$ cat config.mk
export PLATFORM = sky130hd
export DESIGN_NAME = memu
export DESIGN_NICKNAME = d
export VERILOG_FILES = /design/src/rtl/memu.sv
export SDC_FILE = /design/constraint.sdc
export NUM_CORES = 1
export LEC_CHECK = 0
export BUFFER_PORTS_ARGS = -buffer_cell sky130_fd_sc_hd__buf_2
export CAP_MARGIN = 10
export CORE_ASPECT_RATIO = 1.1
export CORE_MARGIN = 2
export CORE_UTILIZATION = 34
export DETAILED_ROUTE_END_ITERATION = 8
export GPL_TIMING_DRIVEN = 0
export HOLD_SLACK_MARGIN = 0.1
export PLACE_DENSITY = 0.7
export SLEW_MARGIN = 20
export SYNTH_ARGS = -nofsm -noshare
export SYNTH_HDL_FRONTEND = slang
export SYNTH_SLANG_ARGS = --single-unit
$ cat constraint.sdc
create_clock -name clk -period 10.9 [get_ports clk]
set_input_delay 2.18 -clock clk [delete_from_list [all_inputs] [get_ports clk]]
set_output_delay 2.18 -clock clk [all_outputs]
set_load 0.01 [all_outputs]
$ cat src/rtl/memu.sv
// MEM stage: registers one EX instruction, waits for the data-SRAM response, extracts load data.
// Latency: one cycle from EX to WB when no memory access or data_ok arrives on time; a WB stall parks the response in a one-entry buffer.
module memu (
    input  logic        clk,
    input  logic        resetn,
    input  logic        exe_to_mem_valid,
    input  logic [76:0] exe_to_mem_zip,
    output logic        mem_allowin,
    input  logic        data_sram_data_ok,
    input  logic [31:0] data_sram_rdata,
    input  logic        wb_allowin,
    output logic        mem_to_wb_valid,
    output logic [69:0] mem_to_wb_zip,
    output logic [38:0] mem_rf_zip
);

    // ld_op is one-hot {ld.hu, ld.bu, ld.w, ld.h, ld.b}
    typedef struct packed {
        logic        mem_req;
        logic [4:0]  ld_op;
        logic        res_from_mem;
        logic        rf_we;
        logic [4:0]  rf_waddr;
        logic [31:0] alu_result;
        logic [31:0] pc;
    } ex_mem_t;

    ex_mem_t     st;
    logic        mem_valid;
    logic        buf_valid;
    logic [31:0] buf_data;
    logic        ready_go;
    logic        leave;
    logic        buf_capture;
    logic [31:0] rdata;
    logic [7:0]  byte_sel;
    logic [15:0] half_sel;
    logic [31:0] load_result;
    logic [31:0] final_wdata;

    assign ready_go        = ~st.mem_req | data_sram_data_ok | buf_valid;
    assign mem_allowin     = ~mem_valid | (ready_go & wb_allowin);
    assign mem_to_wb_valid = mem_valid & ready_go;
    assign leave           = mem_to_wb_valid & wb_allowin;
    // Responses only matter for a live memory instruction that WB cannot take yet.
    assign buf_capture     = mem_valid & st.mem_req & data_sram_data_ok & ~buf_valid & ~wb_allowin;

    always_ff @(posedge clk) begin
        if (!resetn) begin
            mem_valid <= 1'b0;
        end else if (mem_allowin) begin
            mem_valid <= exe_to_mem_valid;
        end
    end

    always_ff @(posedge clk) begin
        if (exe_to_mem_valid & mem_allowin) begin
            st <= ex_mem_t'(exe_to_mem_zip);
        end
    end

    always_ff @(posedge clk) begin
        if (!resetn) begin
            buf_valid <= 1'b0;
        end else if (leave) begin
            buf_valid <= 1'b0;
        end else if (buf_capture) begin
            buf_valid <= 1'b1;
        end
    end

    always_ff @(posedge clk) begin
        if (buf_capture) begin
            buf_data <= data_sram_rdata;
        end
    end

    assign rdata    = buf_valid ? buf_data : data_sram_rdata;
    assign half_sel = st.alu_result[1] ? rdata[31:16] : rdata[15:0];

    always_comb begin
        byte_sel = rdata[7:0];
        case (st.alu_result[1:0])
            2'd1:    byte_sel = rdata[15:8];
            2'd2:    byte_sel = rdata[23:16];
            2'd3:    byte_sel = rdata[31:24];
            default: byte_sel = rdata[7:0];
        endcase
    end

    // Anything that is not a byte/halfword load, including an all-zero ld_op, reads the full word.
    always_comb begin
        load_result = rdata;
        if (st.ld_op[0]) begin
            load_result = {{24{byte_sel[7]}}, byte_sel};
        end else if (st.ld_op[3]) begin
            load_result = {24'd0, byte_sel};
        end else if (st.ld_op[1]) begin
            load_result = {{16{half_sel[15]}}, half_sel};
        end else if (st.ld_op[4]) begin
            load_result = {16'd0, half_sel};
        end
    end

    assign final_wdata   = st.res_from_mem ? load_result : st.alu_result;
    assign mem_to_wb_zip = {st.rf_we, st.rf_waddr, final_wdata, st.pc};
    assign mem_rf_zip    = {mem_valid & st.res_from_mem & ~ready_go,
                            mem_valid & st.rf_we, st.rf_waddr, final_wdata};

endmodule

==> impl_metrics.csv <==
group,metric,value,unit
status,outcome,"finished clean",
clock_network,htreeDepth,3,
clock_network,clkSinkCount,110,
run,maxCapViolCount,0,
global_routing,grt_first_pass_wirelength,22.3,mm
synth,avgSynthCellArea,13.4,um^2
critical_path,cp_common_cell,"buf_2",
synth,ys.flop_type,"edfxtp_1",
critical_path,crit_type,"in2out",
detailed_routing,drt_iter0_markers,225,
synth,synth-seq-cells,110,
synth,synthesis.nets,505,
placed_design,hpwl,11.6,mm
sta,rsz0062_at_grt,"false",
die,core_area,15100,um^2
sta,clock.fmax,160,MHz
sta,finClkSkew,10.2,ps
detailed_routing,wire_per_inst,17.7,um
critical_path,cp_num_cells,8,
critical_path,rr_worst_depth,7,
clock_network,numCtsBuffers,9,
placed_design,pre_cts_slack,4650,ps
critical_path,path_cells,"buf_2 -> mux2_4 -> mux4_2 -> a2bb2oi_4 -> buf_6 -> a31oi_1 -> buf_4 -> buf_2",
detailed_routing,antenna_left,0,
critical_path,path_max_fanout,10,
placed_design,io_buffers,223,
sta,period_minus_slack,6260,ps
clock_network,ctsResizeCount,0,
detailed_routing,highest_layer,"met5",
critical_path,cp-start-kind,"primary input",
final_layout,antenna_cells,0,
detailed_routing,m1WireLength,6.07,mm
global_routing,antenna_found_initial,1,
sta,hold_viol,0,
critical_path,cpMaxStageDelayCell,"mux4_2",
power_and_ir_drop,leakagePower,0.00289,uW
critical_path,critPathRequiredTime,8720,ps
clock_network,cts-root-buf,"clkbuf_16",
final_layout,fill_cells,1421,
critical_path,max_stage_delay,540,ps
detailed_routing,met2_length,7.36,mm
die,initial_core_util,34.8,%
min_path,hold_class,"reg2reg",
clock_network,cts.path.max_buffers,2,
die,die_area,16400,um^2
sta,setup_violations,0,
critical_path,crit_buf_inv,4,
sta,finalSetupTns,0,ps
detailed_routing,vias_per_cell,4.67,
final_layout,multi_input_area,1300,um^2
final_layout,drive_above_1_share,56.3,%
sta,setup_slack,4640,ps
critical_path,crit_family,"multiplexers",
clock_network,cts_hold_buf,0,
final_layout,fin_cells,830,
final_layout,sequential_cell_area,3280,um^2
synth,async_flop_share,0,%
sta,fin_crit_sh,57.5,%
detailed_routing,vias,3872,
clock_network,cts_setup_buffers,0,
final_layout,final_common_cell,"buf_2",
global_routing,grtUsageTotal,18.1,%
final_layout,layout_common_cells,"buf_2, edfxtp_1, buf_4, nor2_1, nand2_1",
detailed_routing,drc,0,
synth,synthCells,391,
global_routing,grt_max_degree,60,
detailed_routing,wl_met3,961,um
critical_path,cp.arrival,4080,ps
critical_path,end_kind,"output pin",
placed_design,gp_congestion,0.920,
power_and_ir_drop,powerDensity,147,nW/um^2
clock_network,clock_latency,360,ps
die,die_w,122,um
synth,synth.yosys.seq_area_share,62.7,%
clock_network,clkTransAtPathRegs,80,ps
die,die_y,134,um
sta,worstMarginPinSlew,831,ps
synth,ys_types,34,
detailed_routing,wl,14.7,mm
die,num_rows,47,
placed_design,dp.cells,814,
sta,maxSlewHeadroom,44.0,%
power_and_ir_drop,vdd_drop_max,0.0771,mV
final_layout,syn_to_final_growth,32.8,%
min_path,min_path_cells,2,
global_routing,grt_pass1_vias,4105,
synth,synth_area,5240,um^2
global_routing,overflow,0,
die,io_pins,225,
synth,synth_edf_count,108,
clock_network,cts_tree,"done",
sta,slew_violations,0,
detailed_routing,drt_first_pass_iters,4,
synth,yosysWarnings,0,
critical_path,r2r_setup_slack,8510,ps
final_layout,nets,743,
Yosys cell counts, types with 2 or more instances:
| library cell | count | share of area (%) |
|---|---|---|
| o21ai_1 | 2 | 0.19 |
| nand2_1 | 32 | 2.3 |
| mux2i_1 | 16 | 3.1 |
| edfxtp_1 | 108 | 62 |
| a31oi_1 | 24 | 2.9 |
| buf_2 | 4 | 0.38 |
| clkbuf_1 | 13 | 0.93 |
| nor2b_1 | 6 | 0.72 |
| nor2_1 | 33 | 2.4 |
| nor3b_1 | 5 | 0.72 |
| mux4_2 | 4 | 1.7 |
| buf_4 | 75 | 11 |
| buf_6 | 2 | 0.43 |
| a31o_2 | 5 | 0.84 |
| o21ai_0 | 5 | 0.48 |
| mux2_2 | 17 | 3.7 |
| a21oi_1 | 6 | 0.57 |
| mux2_4 | 2 | 0.57 |
| nor3_1 | 2 | 0.19 |
| and2_1 | 3 | 0.36 |
| dfxtp_1 | 2 | 0.76 |
| a32oi_1 | 5 | 0.84 |
| o211ai_1 | 9 | 1.3 |
worst paths after layout:
| kind | to | start |
|---|---|---|
| max | mem_to_wb_zip[56] | data_sram_rdata[31] |
| min | buf_valid | mem_valid |
| max reg2reg | buf_data[27] | buf_valid |
| min reg2reg | buf_valid | mem_valid |
power by group:
part	total (uW)	switching (uW)	internal, uW
Combinational	190	97.4	92.6
Sequential	496	8.35	488
Clock	334	154	180
area by class of cell:
type                       count  area share (%)
clock inverter                 6           0.972
buffer                        94            9.41
timing repair buffer         227            16.8
inverter                       1          0.0540
multi-input combinational    186            18.7
sequential                   110            47.2
tap                          196            3.53
clock buffer                  10            3.29
flip-flops by register name, summed over array words and instances, names as in the netlist:
name,cells
mem_rf_zip,5
buf_data,32
buf_valid,1
mem_valid,1
mem_to_wb_zip,33
st,38
tightest hold or removal path, cell delays in order (launching register included):
cell and delay [ps]:
dfxtp_1 360, nand3_1 120, a21oi_1 80
logic make-up after synthesis:
| group | count (synthesis) | synth area share [%] |
|---|---|---|
| DFF | 110 | 62.7 |
| muxes | 39 | 9.01 |
| and+or+nand+nor | 86 | 7.31 |
| buffers and inverters | 95 | 12.6 |
| AOI/OAI and AO/OA | 61 | 8.41 |
per-layer routing:
metal	track usage, %	vias up
met3	4.46	18
li1	-	1856
met4	7.02	2
met5	0	-
met2	30.8	172
met1	21.9	1824
through the flow:
| step | area (um^2) | utilization, % | hold slack [ps] | power [uW] |
|---|---|---|---|---|
| 3_5_place_dp | 6660 | 44.2 | 593 | 697 |
| 4_1_cts | 6950 | 46.2 | 590 | 1030 |
| 3_3_place_gp | 6600 | 43.8 | 549 | 692 |
| 6_report | 6950 | 46.2 | 601 | 1020 |
| 5_1_grt | 6950 | 46.2 | 606 | 1060 |
| 2_1_floorplan | 5240 | - | 517 | 614 |
Note: power is estimated with default switching activity, not from simulation.
